--- config.mk ---
export PLATFORM = sky130hd
export DESIGN_NAME = gshare_predictor
export DESIGN_NICKNAME = d
export VERILOG_FILES = /design/src/rtl/gshare_predictor.sv
export SDC_FILE = /design/constraint.sdc
export NUM_CORES = 1
export LEC_CHECK = 0
export ABC_AREA = 1
export BUFFER_PORTS_ARGS = -buffer_cell sky130_fd_sc_hd__buf_2
export CORE_MARGIN = 3
export CORE_UTILIZATION = 45
export DETAILED_ROUTE_END_ITERATION = 8
export SYNTH_ARGS = -nofsm -noshare
export SYNTH_HDL_FRONTEND = slang
export SYNTH_SLANG_ARGS = --single-unit
--- constraint.sdc ---
create_clock -name clk -period 2.8 [get_ports clk]
set_clock_uncertainty 0.2 [all_clocks]
set_input_delay 0.14 -clock clk [delete_from_list [all_inputs] [get_ports clk]]
set_output_delay 0.14 -clock clk [all_outputs]
set_load 0.02 [all_outputs]
--- src/rtl/gshare_predictor.sv ---
// gshare_predictor
//   Gshare branch direction predictor: a table of 2^IDX_W saturating counters
//   indexed by (PC index XOR global history). Lookups return a registered
//   prediction one cycle later together with the history snapshot used, and
//   speculatively shift the predicted direction into the global history.
//   Resolved branches train their counter; a mispredict restores the history
//   from the returned snapshot plus the real outcome.
//
// Ports
//   clk, rst        rising-edge clock, asynchronous active-high reset
//   pred_valid      lookup request this cycle
//   pred_idx        PC-derived lookup index
//   out_valid       registered prediction valid
//   out_taken       registered predicted direction (counter MSB)
//   out_ghr         history snapshot used by the lookup
//   upd_valid       training request for a resolved branch
//   upd_idx         PC-derived index of the resolved branch
//   upd_ghr         history snapshot previously returned on out_ghr
//   upd_taken       resolved direction
//   upd_mispredict  resolved direction differed from the prediction

module gshare_predictor #(
    parameter int IDX_W = 4,
    parameter int CTR_W = 2,
    parameter int GHR_W = 4
) (
    input  logic             clk,
    input  logic             rst,
    input  logic             pred_valid,
    input  logic [IDX_W-1:0] pred_idx,
    output logic             out_valid,
    output logic             out_taken,
    output logic [GHR_W-1:0] out_ghr,
    input  logic             upd_valid,
    input  logic [IDX_W-1:0] upd_idx,
    input  logic [GHR_W-1:0] upd_ghr,
    input  logic             upd_taken,
    input  logic             upd_mispredict
);

    localparam int ENTRIES = 2 ** IDX_W;
    localparam logic [CTR_W-1:0] CTR_MAX  = {CTR_W{1'b1}};
    localparam logic [CTR_W-1:0] CTR_ZERO = '0;
    localparam logic [CTR_W-1:0] CTR_WEAK = {1'b1, {(CTR_W-1){1'b0}}};

    logic [CTR_W-1:0] ctr_table [ENTRIES];
    logic [GHR_W-1:0] ghr;

    logic [IDX_W-1:0] lookup_idx;
    logic [IDX_W-1:0] train_idx;
    logic             pred_dir;
    logic [CTR_W-1:0] train_cur;
    logic [CTR_W-1:0] train_next;
    logic             recover;
    logic [GHR_W-1:0] ghr_spec;
    logic [GHR_W-1:0] ghr_recovered;

    always_comb begin
        lookup_idx    = pred_idx ^ IDX_W'(ghr);
        train_idx     = upd_idx ^ IDX_W'(upd_ghr);
        // Table read happens before the edge, so a same-cycle update to the
        // same entry is not visible to the lookup.
        pred_dir      = ctr_table[lookup_idx][CTR_W-1];
        train_cur     = ctr_table[train_idx];
        recover       = upd_valid & upd_mispredict;
        // Concatenate-then-truncate keeps the shift legal for GHR_W = 1.
        ghr_spec      = GHR_W'({ghr, pred_dir});
        ghr_recovered = GHR_W'({upd_ghr, upd_taken});

        train_next = train_cur;
        if (upd_taken) begin
            if (train_cur != CTR_MAX) train_next = train_cur + 1'b1;
        end else begin
            if (train_cur != CTR_ZERO) train_next = train_cur - 1'b1;
        end
    end

    always_ff @(posedge clk or posedge rst) begin
        if (rst) begin
            for (int i = 0; i < ENTRIES; i++) ctr_table[i] <= CTR_WEAK;
            ghr       <= '0;
            out_valid <= 1'b0;
            out_taken <= 1'b0;
            out_ghr   <= '0;
        end else begin
            if (upd_valid) ctr_table[train_idx] <= train_next;

            // Recovery outranks a coincident lookup: that lookup is dropped.
            if (recover) begin
                ghr       <= ghr_recovered;
                out_valid <= 1'b0;
            end else if (pred_valid) begin
                ghr       <= ghr_spec;
                out_valid <= 1'b1;
                out_taken <= pred_dir;
                out_ghr   <= ghr;
            end else begin
                out_valid <= 1'b0;
            end
        end
    end

endmodule

After elaboration in Yosys (flattened, before gate mapping)

Index checks and enable logic that the tools add are counted.

Flip-flop bits (word level): 42
Bits in latches: 0
Memory bits (writable): 0
Bits in read-only memories: 0
Bits of input ports: 18
Memories: 0

Add/subtract/negate cells: 2
$mul: 0
Divide/modulo/power cells: 0
$lt $le $gt $ge: 3
Equality and inequality tests: 1
Shifts and indexed selects: 0
Muxes and demuxes: 16
Bitwise gates (word level): 6
Reductions and logical operators: 4

Operator list:

| kind                                                                  | number |
|---|---|
| 32-bit bitwise mux                                                    | 1 |
| 2-bit binary-select mux with 4-bit select                             | 2 |
| 2-bit 2-to-1 mux                                                      | 8 |
| 5-bit greater-or-equal comparator (second input constant)             | 2 |
| 4-bit inverter with 5-bit output                                      | 2 |
| 2-bit demux with 4-bit select                                         | 1 |
| 4-bit 2-to-1 mux                                                      | 2 |
| 4-bit XOR                                                             | 2 |
| 5-bit by 1-bit < comparator with 1-bit output (second input constant) | 1 |
| 2-bit nonzero test                                                    | 2 |
| 2-bit by 1-bit adder with 2-bit output (second input constant)        | 1 |
| 1-bit 2-to-1 mux                                                      | 2 |
| 2-bit inequality test (second input constant)                         | 1 |
| 2-bit AND reduction                                                   | 1 |
| 2-bit by 1-bit subtractor with 2-bit output (second input constant)   | 1 |
| 1-bit AND                                                             | 1 |
| 1-bit logical AND                                                     | 1 |
| 1-bit inverter                                                        | 1 |

Longest topological paths before layout

Gate-level depths: netlist (run 1).

Depth after elaboration: 9
Depth in mapped cells: 15

Worst setup path before layout (run 1)

OpenSTA, ideal clock, no wires.

Path type: flip-flop to flip-flop
From: reg ghr[0]
To: reg ghr[0]
Library setup time: 118 ps
Data arrival time: 1501 ps
Data required time: 2482 ps
Slack: 981 ps
Stages on the path, launching flop included: 11
Period minus slack after synthesis: 1819 ps
Cell sequence: dfrtp_1 or2_2 nand2_1 clkbuf_1 nand2_1 o211ai_1 o211ai_1 nand3_1 nand2_1 nand2_1 nand2_1

Cells in the longest elaborated chain, start to end: 7

Ends and longest elaborated chain:

| item                                                   | line | source |
|---|---|---|
| start: declaration                                     | 47   | `logic [GHR_W-1:0] ghr;` |
| start signal: assignment                               | 90   | `ghr <= ghr_recovered;` |
| start signal: assignment                               | 93   | `ghr <= ghr_spec;` |
| 4-bit XOR                                              | 59   | `lookup_idx = pred_idx ^ IDX_W'(ghr);` |
| 4-bit inverter with 5-bit output (implied by the code) | 63   | `pred_dir = ctr_table[lookup_idx][CTR_W-1];` |
| 2-bit binary-select mux with 4-bit select              | 63   |  |
| 2-bit 2-to-1 mux (implied by the code) (2 in a row)    | 63   |  |
| 4-bit 2-to-1 mux                                       | 92   | `end else if (pred_valid) begin` |
| 4-bit 2-to-1 mux                                       | 89   | `if (recover) begin` |

Every way passes these cells. The select of a mux whose other input is x is not followed.
A chain may end at the register's enable or synchronous reset.

Final worst setup path (run 1)

From: in upd_ghr[1]
To: reg ctr_table[17] (netlist bit)

Cells in the longest elaborated chain, start to end: 9

Ends and longest elaborated chain:

| item                                                                      | line   | source |
|---|---|---|
| start: declaration                                                        | 36     | `input logic [GHR_W-1:0] upd_ghr,` |
| 4-bit XOR (*)                                                             | 60     | `train_idx = upd_idx ^ IDX_W'(upd_ghr);` |
| 4-bit inverter with 5-bit output (implied by the code) (*)                | 64, 86 |  |
| 2-bit binary-select mux with 4-bit select                                 | 64     | `train_cur = ctr_table[train_idx];` |
| 2-bit 2-to-1 mux (implied by the code) (2 in a row)                       | 64     |  |
| 2-bit by 1-bit subtractor with 2-bit output, or another cell as far along | 74     | `if (train_cur != CTR_ZERO) train_next = train_cur - 1'b1;` |
| 2-bit 2-to-1 mux (on tied branches)                                       | 74, 72 |  |
| 2-bit 2-to-1 mux                                                          | 71     | `if (upd_taken) begin` |
| 32-bit bitwise mux (*)                                                    | 86     | `if (upd_valid) ctr_table[train_idx] <= train_next;` |
| end signal: indexed assignment                                            | 86     |  |
| end: declaration                                                          | 46     | `logic [CTR_W-1:0] ctr_table [ENTRIES];` |

Every way passes the cells marked *; elsewhere a longest branch is shown, timed or not. The select of a mux whose other input is x is not followed.

==> report_table.html, run 1 <==
<table>
<tr><th>Metric</th><th>Value</th></tr>
<tr><th colspan="2">Run status</th></tr>
<tr><td>Outcome</td><td>completed</td></tr>
<tr><th colspan="2">Setup path</th></tr>
<tr><td>Startpoint types</td><td>input port</td></tr>
<tr><td>CP max FO</td><td>17</td></tr>
<tr><td>Critical Path End Type</td><td>flip-flop</td></tr>
<tr><td>Depth of the critical timing path with buffers and inverters included</td><td>12</td></tr>
<tr><td>Critical Path Most Common Cell</td><td>nand2_4</td></tr>
<tr><td>CP Data Arrival Time</td><td>2390 ps</td></tr>
<tr><td>CP Capture Point</td><td>ctr_table[17]</td></tr>
<tr><td>Delay of the slowest cell on the worst path</td><td>530 ps</td></tr>
<tr><td>Cell type of the slowest stage on the worst timing path</td><td>dlygate4sd3_1</td></tr>
<tr><td>Launch point of the worst path</td><td>upd_ghr[1]</td></tr>
<tr><td>Cell type group with the largest total delay on the critical path</td><td>simple AND/OR/NAND/NOR gates</td></tr>
<tr><td>Buf/Inv on CP</td><td>2</td></tr>
<tr><td>Crit Path Class</td><td>in -&gt; reg</td></tr>
<tr><td>R2R setup slack</td><td>860 ps</td></tr>
<tr><td>Cells along the critical path</td><td>dlygate4sd3_1 -&gt; buf_2 -&gt; xnor2_2 -&gt; nand3_1 -&gt; nand3_1 -&gt; nand2_2 -&gt; nor2_4 -&gt; nand2_4 -&gt; nand2_4 -&gt; nand2_4 -&gt; nand2_1 -&gt; nand2_1</td></tr>
<tr><td>Critical register-to-register path startpoint</td><td>ghr[0]</td></tr>
<tr><td>Worst reg-to-reg path cell count</td><td>9</td></tr>
<tr><td>Data required time of the worst path</td><td>2830 ps</td></tr>
<tr><td>Capture instance of the worst register-to-register path</td><td>ghr[0]</td></tr>
<tr><th colspan="2">Timing</th></tr>
<tr><td>Fraction of the cycle the final worst path needs</td><td>84.26%</td></tr>
<tr><td>Post-route setup slack</td><td>440.9 ps</td></tr>
<tr><td>Final Max Tran Viols</td><td>0</td></tr>
<tr><td>Number of hold violations in the final report</td><td>0</td></tr>
<tr><td>Worst slew margin relative to its limit</td><td>47.59%</td></tr>
<tr><td>Tmin final</td><td>2359 ps</td></tr>
<tr><td>Slew of the pin with the lowest slew margin</td><td>781.3 ps</td></tr>
<tr><td>Setup repair after global routing missed its margin</td><td>no</td></tr>
<tr><td>Fmax achieved</td><td>0.4239 GHz</td></tr>
<tr><td>Count of final setup violators</td><td>0</td></tr>
<tr><td>Post-Route Setup TNS</td><td>0 ps</td></tr>
<tr><th colspan="2">Finish</th></tr>
<tr><td>Area grow syn2layout</td><td>12.77%</td></tr>
<tr><td>Fin util</td><td>54.11%</td></tr>
<tr><td>Final standard cell area without fillers</td><td>0.002851 mm^2</td></tr>
<tr><td>Final antenna diode count</td><td>0</td></tr>
<tr><td>Number of nets in the final layout</td><td>399</td></tr>
<tr><td>Proportion of layout cells with a drive suffix above 1</td><td>21.20%</td></tr>
<tr><th colspan="2">Logic synthesis</th></tr>
<tr><td>Instance count of the mapped netlist</td><td>350</td></tr>
<tr><td>Synth Register Bits</td><td>42</td></tr>
<tr><td>Cell area after synthesis</td><td>0.002529 mm^2</td></tr>
<tr><td>Total nets after synthesis</td><td>368</td></tr>
<tr><td>Unique masters post-synth</td><td>22</td></tr>
<tr><td>Average cell area after synthesis</td><td>7.225 um^2</td></tr>
<tr><td>Sequential cell area fraction in the yosys report</td><td>42.36%</td></tr>
<tr><td>EDFF count, synth</td><td>0</td></tr>
<tr><td>YS warnings</td><td>0</td></tr>
<tr><td>Primary FF master, synth</td><td>dfrtp_1</td></tr>
<tr><td>Share of synthesized registers carrying an async set or reset</td><td>100.0%</td></tr>
<tr><th colspan="2">Clock network</th></tr>
<tr><td>Worst-skew pair later-pin latency</td><td>290 ps</td></tr>
<tr><td>CTS tree</td><td>built</td></tr>
<tr><td>Number of buffers created by CTS</td><td>5</td></tr>
<tr><td>Clock root buffer</td><td>clkbuf_8</td></tr>
<tr><td>Buffer levels on the longest clock path</td><td>2</td></tr>
<tr><td>Number of clock sinks</td><td>42</td></tr>
<tr><td>Clock slew at the register clock pins of the worst setup and hold paths</td><td>80 ps</td></tr>
<tr><td>CTS H-Tree Depth</td><td>2</td></tr>
<tr><th colspan="2">Pwr</th></tr>
<tr><td>Fraction of power spent switching nets</td><td>38.04%</td></tr>
<tr><td>Pwr Density</td><td>772.5 mW/mm^2</td></tr>
<tr><td>Portion of total power attributed to combinational logic</td><td>33.5%</td></tr>
<tr><td>Int Power</td><td>1365 uW</td></tr>
<tr><td>Net switching power</td><td>837.9 uW</td></tr>
<tr><td>Part of the total power dissipated in the clock network</td><td>18.2%</td></tr>
<tr><td>Part of the power in registers</td><td>48.3%</td></tr>
<tr><td>Static Leakage</td><td>0.001416 uW</td></tr>
<tr><td>IR drop worst, VDD</td><td>0.5175 mV</td></tr>
<tr><td>Total power consumption of the routed design</td><td>2203 uW</td></tr>
<tr><th colspan="2">Die</th></tr>
<tr><td>Vertical extent of the die</td><td>80.96 um</td></tr>
<tr><td>Core Rows</td><td>26</td></tr>
<tr><td>Die boundary width</td><td>80.96 um</td></tr>
<tr><td># IOs</td><td>24</td></tr>
<tr><td>Area of the placeable core</td><td>0.005270 mm^2</td></tr>
<tr><td>Effective utilization at floorplan</td><td>47.98%</td></tr>
<tr><td>Area enclosed by the die boundary</td><td>0.006555 mm^2</td></tr>
<tr><th colspan="2">Route</th></tr>
<tr><td>Total iterations of the first detailed-routing run</td><td>4</td></tr>
<tr><td>Remaining antenna violation count after routing</td><td>0</td></tr>
<tr><td>Starting DRT DRC Count</td><td>131</td></tr>
<tr><td>Vias after detailed routing</td><td>2224</td></tr>
<tr><td>Average detailed-routed wire length per instance</td><td>13.49 um</td></tr>
<tr><td>Post-route DRC violation count</td><td>0</td></tr>
<tr><td>Via count normalized by instance count</td><td>4.920</td></tr>
<tr><td>Aggregate routed wire length</td><td>6097 um</td></tr>
<tr><th colspan="2">Min path</th></tr>
<tr><td>Hold path startpoint</td><td>pred_valid</td></tr>
<tr><td>Hold crit path type</td><td>in -&gt; reg</td></tr>
<tr><th colspan="2">Placed design</th></tr>
<tr><td>Buffers on Ports</td><td>23</td></tr>
<tr><td>Placement-stage worst setup slack</td><td>503.0 ps</td></tr>
<tr><td>Cell area reported after detailed placement</td><td>0.002698 mm^2</td></tr>
<tr><td>Placed wire-length estimate after detailed placement</td><td>4675 um</td></tr>
<tr><td>Final Wtd Congestion</td><td>0.9071</td></tr>
<tr><th colspan="2">Global routing</th></tr>
<tr><td>Initial antenna violation count</td><td>0</td></tr>
<tr><td>Largest net degree at the start of global routing</td><td>23</td></tr>
<tr><td>Congestion Overflow GR</td><td>0</td></tr>
<tr><td>Via count of the first global-routing pass</td><td>2136</td></tr>
<tr><td>Total routing usage reported by global routing</td><td>20.89%</td></tr>
<tr><td>First-pass GRT wire length</td><td>10360 um</td></tr>
<tr><th colspan="2">Run</th></tr>
<tr><td>Max Cap Violations</td><td>0</td></tr>
</table>
area by class of cell:
type,count,area [um^2]
fillers,527,2419
multi-input cells,253,1235
flip-flops and latches,42,1071
inverters,49,183.9
repair buffers,30,182.7
well taps,70,87.58
clock buffers,7,86.33
clock inverters,1,5.005
sequential cells by signal, indices dropped and copies added, names as in the netlist:
signal and cells:
out_taken 1, out_valid 1, ctr_table 32, out_ghr 4, ghr 4
layout by cell type, fill, tap and decap left out:
| cell type | count |
|---|---|
| inv_1 | 47 |
| dfrtp_1 | 26 |
| or2_2 | 1 |
| nand2_1 | 121 |
| buf_2 | 23 |
| or2_0 | 1 |
| o21ai_4 | 1 |
| o21ai_0 | 5 |
| buf_4 | 1 |
| nand3b_1 | 1 |
| clkbuf_8 | 6 |
| clkinv_2 | 1 |
| nand2_4 | 4 |
| xnor2_2 | 1 |
| nor2_1 | 25 |
| clkinv_1 | 1 |
| nand2_2 | 23 |
| inv_2 | 1 |
| xnor2_1 | 5 |
| nor2_4 | 2 |
| clkbuf_1 | 1 |
| dfstp_2 | 16 |
| xor2_2 | 1 |
| dlygate4sd3_1 | 6 |
| o211ai_1 | 11 |
| nand3_1 | 51 |
how the worst min path moves through the flow:
| stage | slack (ps) | end | depth (start not counted) |
|---|---|---|---|
| after detailed placement | 20 | out_ghr[2] | 2 |
| after CTS | 1 | ghr[1] | 4 |
| final | 10 | ghr[1] | 4 |
| after global routing | 30 | ghr[1] | 4 |
| after global placement | 20 | out_ghr[3] | 2 |
| after floorplan | 70 | ghr[2] | 2 |
metal layers:
layer  vias up  wire length [um]  share of wire (%)  GRT usage [%]
li1       1143                 -                  -              -
met1      1029              2936                 48          27.46
met2        41              2858                 47          35.22
met3        11               225                3.7          4.213
met4         0                76                1.2          5.236
met5         -                 0                  0              0
power by group through the flow:
stage	Sequential [uW]	Combinational, uW	Clock [uW]
2_1_floorplan	1020	571	0
3_3_place_gp	1070	723	0
3_5_place_dp	1070	735	0
4_1_cts	1060	748	415
5_1_grt	1090	848	447
6_report	1060	737	401
what timing repair did:
item                                   in CTS  in global routing
endpoints found under the hold margin      17                  0
setup buffers                               0                  0
hold buffers                                6                  0
resized for setup                           0                  1
setup endpoints to repair                   0                  1
through the flow:
stage,std cells,hold slack [ps]
floorplan,350,72.92
global placement,438,19.46
detailed placement,438,19.36
CTS,452,1.466
global route,452,28.37
finish,452,14.47
tightest hold or removal path, stage by stage:
cell and delay, ps:
buf_2 90, nor2_1 80, nand2_1 70, o211ai_1 70
cells by family after synthesis:
kind of cell / synth area share (%)
compound gates: 4.899
xor+xnor: 3.019
buf+inv: 8.906
flops: 42.35
simple gates: 40.82
synth_stat cells (2+ instances only):
library cell | number | share of area (%)
buf_6 | 2 | 0.89
dfstp_2 | 16 | 17
nand2_2 | 22 | 5.4
nor2_4 | 2 | 0.89
dfrtp_1 | 26 | 26
nand2_4 | 4 | 1.8
nor2_1 | 25 | 3.7
o211ai_1 | 11 | 3.3
inv_1 | 48 | 7.1
buf_2 | 3 | 0.59
xnor2_1 | 5 | 1.7
nand3_1 | 51 | 10
o21ai_0 | 5 | 0.99
nand2_1 | 122 | 18
(Power assumes the default switching activity.)
==> inputs of run 2 (changes only) <==
clock period = 2.34 ns   (was 2.8 ns; I/O delays follow)
==> run 2 against run 1 <==
Setup slack got worse by 270 ps. Clock power rose by 44%. Global-route usage rose by 0.13 points. Critical path type unchanged. Largest cell class unchanged.
==> report_table.html, run 2 (synthesis gave the netlist of run 1 again) <==
<table>
<tr><th>Metric</th><th>Value</th></tr>
<tr><th colspan="2">Run status</th></tr>
<tr><td>Outcome</td><td>completed</td></tr>
<tr><th colspan="2">Clock network</th></tr>
<tr><td>Clock root buffer</td><td>clkbuf_8</td></tr>
<tr><td>CTS tree</td><td>built</td></tr>
<tr><td>Post-CTS setup-driven buffer insertion count</td><td>0 (unchanged)</td></tr>
<tr><td>CTS H-Tree Depth</td><td>2 (unchanged)</td></tr>
<tr><td>Number of clock sinks</td><td>42 (unchanged)</td></tr>
<tr><td>Worst-skew pair later-pin latency</td><td>300 ps (about the same)</td></tr>
<tr><td>Number of buffers created by CTS</td><td>5 (unchanged)</td></tr>
<tr><td>Buffer levels on the longest clock path</td><td>2 (unchanged)</td></tr>
<tr><td>Clock slew at the register clock pins of the worst setup and hold paths</td><td>80 ps (about the same)</td></tr>
<tr><th colspan="2">Setup path</th></tr>
<tr><td>Crit Path Class</td><td>in -&gt; reg</td></tr>
<tr><td>Critical register-to-register path startpoint</td><td>ghr[0]</td></tr>
<tr><td>Worst reg-to-reg path cell count</td><td>9 (unchanged)</td></tr>
<tr><td>Critical Path End Type</td><td>flip-flop</td></tr>
<tr><td>Capture instance of the worst register-to-register path</td><td>out_taken</td></tr>
<tr><td>Launch point of the worst path</td><td>upd_ghr[1]</td></tr>
<tr><td>R2R setup slack</td><td>380 ps (-480 ps)</td></tr>
<tr><td>Startpoint types</td><td>input port</td></tr>
<tr><td>CP max FO</td><td>16 (-1)</td></tr>
<tr><td>Data required time of the worst path</td><td>2330 ps (-500 ps)</td></tr>
<tr><td>CP Data Arrival Time</td><td>2160 ps (-230 ps)</td></tr>
<tr><td>CP Capture Point</td><td>ctr_table[2]</td></tr>
<tr><th colspan="2">Finish</th></tr>
<tr><td>Final antenna diode count</td><td>0 (unchanged)</td></tr>
<tr><td>Leading cell types in the layout, fill and taps excluded</td><td>122 x nand2_1, 51 x nand3_1, 47 x inv_1</td></tr>
<tr><td>Area of the multi-input gates</td><td>0.001265 mm^2 (+2.4%)</td></tr>
<tr><td>Number of nets in the final layout</td><td>402 (+0.75%)</td></tr>
<tr><td>Area grow syn2layout</td><td>15.69%</td></tr>
<tr><td>Fill cell instance count of the final layout</td><td>530 (+0.57%)</td></tr>
<tr><td>Biggest registers after layout</td><td>ctr_table: 32 flops, ghr: 4 flops, out_ghr: 4 flops</td></tr>
<tr><td>Most common cell after layout, fill and taps aside</td><td>nand2_1</td></tr>
<tr><td>Proportion of layout cells with a drive suffix above 1</td><td>22.08% (+0.87 points)</td></tr>
<tr><td>Fin util</td><td>55.51% (+1.4 points)</td></tr>
<tr><td>Largest reg by FF count</td><td>ctr_table</td></tr>
<tr><td>Number of standard cells in the final layout excluding fillers</td><td>455 (+0.66%)</td></tr>
<tr><td>Max FFs per register</td><td>32 (unchanged)</td></tr>
<tr><td>FF+latch area</td><td>0.001071 mm^2 (unchanged)</td></tr>
<tr><th colspan="2">Route</th></tr>
<tr><td>Vias after detailed routing</td><td>2258 (+1.5%)</td></tr>
<tr><td>Top layer used by detailed routing</td><td>met4</td></tr>
<tr><td>Metal-1 WL</td><td>2921 um (-0.51%)</td></tr>
<tr><td>Aggregate routed wire length</td><td>6263 um (+2.7%)</td></tr>
<tr><td>Post-route DRC violation count</td><td>0 (unchanged)</td></tr>
<tr><td>Met3 WL post-DR</td><td>308 um (+37%)</td></tr>
<tr><td>Average detailed-routed wire length per instance</td><td>13.76 um (+2.0%)</td></tr>
<tr><td>Met2 wire length</td><td>2953 um (+3.3%)</td></tr>
<tr><td>Remaining antenna violation count after routing</td><td>0 (unchanged)</td></tr>
<tr><td>Total iterations of the first detailed-routing run</td><td>4 (unchanged)</td></tr>
<tr><td>Starting DRT DRC Count</td><td>186 (+42%)</td></tr>
<tr><td>Via count normalized by instance count</td><td>4.963 (+0.86%)</td></tr>
<tr><th colspan="2">Global routing</th></tr>
<tr><td>Via count of the first global-routing pass</td><td>2179 (+2.0%)</td></tr>
<tr><td>Largest net degree at the start of global routing</td><td>25 (+8.7%)</td></tr>
<tr><td>Initial antenna violation count</td><td>0 (unchanged)</td></tr>
<tr><td>Congestion Overflow GR</td><td>0 (unchanged)</td></tr>
<tr><td>First-pass GRT wire length</td><td>10480 um (+1.1%)</td></tr>
<tr><td>Total routing usage reported by global routing</td><td>21.02% (+0.13 points)</td></tr>
<tr><th colspan="2">Die</th></tr>
<tr><td>Area enclosed by the die boundary</td><td>0.006555 mm^2 (unchanged)</td></tr>
<tr><td>Core Rows</td><td>26 (unchanged)</td></tr>
<tr><td>Area of the placeable core</td><td>0.005270 mm^2 (unchanged)</td></tr>
<tr><td>Vertical extent of the die</td><td>80.96 um (unchanged)</td></tr>
<tr><td># IOs</td><td>24 (unchanged)</td></tr>
<tr><td>Effective utilization at floorplan</td><td>47.98% (unchanged)</td></tr>
<tr><td>Die boundary width</td><td>80.96 um (unchanged)</td></tr>
<tr><th colspan="2">Run</th></tr>
<tr><td>Max Cap Violations</td><td>0 (unchanged)</td></tr>
<tr><th colspan="2">Timing</th></tr>
<tr><td>Post-Route Setup TNS</td><td>0 ps (unchanged)</td></tr>
<tr><td>Slew of the pin with the lowest slew margin</td><td>661.7 ps (-119.7 ps)</td></tr>
<tr><td>Fmax achieved</td><td>0.4621 GHz</td></tr>
<tr><td>Fraction of the cycle the final worst path needs</td><td>92.49%</td></tr>
<tr><td>Worst slew margin relative to its limit</td><td>55.62% (+8.0 points)</td></tr>
<tr><td>Count of final setup violators</td><td>0 (unchanged)</td></tr>
<tr><td>Setup repair after global routing missed its margin</td><td>no</td></tr>
<tr><td>Final Max Tran Viols</td><td>0 (unchanged)</td></tr>
<tr><td>Tmin final</td><td>2164 ps</td></tr>
<tr><td>Post-route setup slack</td><td>175.7 ps (-265.1 ps)</td></tr>
<tr><td>Post-route worst hold slack</td><td>36.41 ps (+21.94 ps)</td></tr>
<tr><td>Number of hold violations in the final report</td><td>0 (unchanged)</td></tr>
<tr><th colspan="2">Placed design</th></tr>
<tr><td>Final Wtd Congestion</td><td>0.9049 (-0.24%)</td></tr>
<tr><td>Placed wire-length estimate after detailed placement</td><td>4727 um (+1.1%)</td></tr>
<tr><td>Placement-stage worst setup slack</td><td>250.3 ps (-252.7 ps)</td></tr>
<tr><td>Buffers on Ports</td><td>23 (unchanged)</td></tr>
<tr><td># placed instances</td><td>440 (+0.46%)</td></tr>
<tr><th colspan="2">Pwr</th></tr>
<tr><td>Pwr Density</td><td>941.1 mW/mm^2 (+22%)</td></tr>
<tr><td>IR drop worst, VDD</td><td>0.4329 mV (-16%)</td></tr>
<tr><td>Static Leakage</td><td>0.001442 uW (+1.9%)</td></tr>
<tr><th colspan="2">Min path</th></tr>
<tr><td>Hold crit path type</td><td>in -&gt; reg</td></tr>
</table>
==> run 2: worst max-delay path, cell delays in order <==
cell and delay, ps:
dlygate4sd3_1 520, buf_2 200, xor2_4 340, nand3_1 120, nand3_1 100, nand2_2 100
o21ai_4 260, nand2_4 180, nand3_1 140, nand2_1 60
==> run 2: how the worst min path moves through the flow <==
| stage | end | cells past startpoint | startpoint |
|---|---|---|---|
| 6_report | out_ghr[0] | 4 | pred_valid |
| 4_1_cts | out_ghr[2] | 4 | pred_valid |
| 3_5_place_dp | ctr_table[2] | 2 | rst |
| 5_1_grt | out_ghr[0] | 4 | pred_valid |
| 2_1_floorplan | ghr[2] | 2 | upd_ghr[1] |
| 3_3_place_gp | ctr_table[2] | 2 | rst |
==> run 2: routing by layer <==
metal	GRT usage, %	vias up
li1	-	1150
met4	6.081	0
met2	35.06	55
met1	27.48	1045
met3	4.435	8
met5	0	-
==> run 2: final cells by class <==
| class | count | share of cell area, % |
|---|---|---|
| Timing Repair Buffer | 33 | 7.100 |
| Sequential cell | 42 | 36.61 |
| Inverter | 49 | 6.287 |
| Clock inverter | 2 | 1.283 |
| Clock buffer | 6 | 2.481 |
| Tap cell | 70 | 2.994 |
| Multi-Input combinational cell | 253 | 43.24 |
==> run 2: through the flow <==
step	instance area, um^2	total power [uW]
floorplan	2529	1901
global placement	2713	2142
detailed placement	2713	2155
CTS	2893	2754
global route	2925	2963
finish	2925	2753
==> run 2: where the power goes <==
group	switching, uW	leakage (uW)	internal (uW)
logic	557	0.000890	349
clock network	261	0.0000514	319
registers	207	0.000501	1060
==> run 2: what timing repair did <==
item | in CTS | in global routing
setup endpoints to repair | 0 | 17
hold endpoints to repair | 21 | 0
resized for setup | 0 | 5
hold buffers | 7 | 0
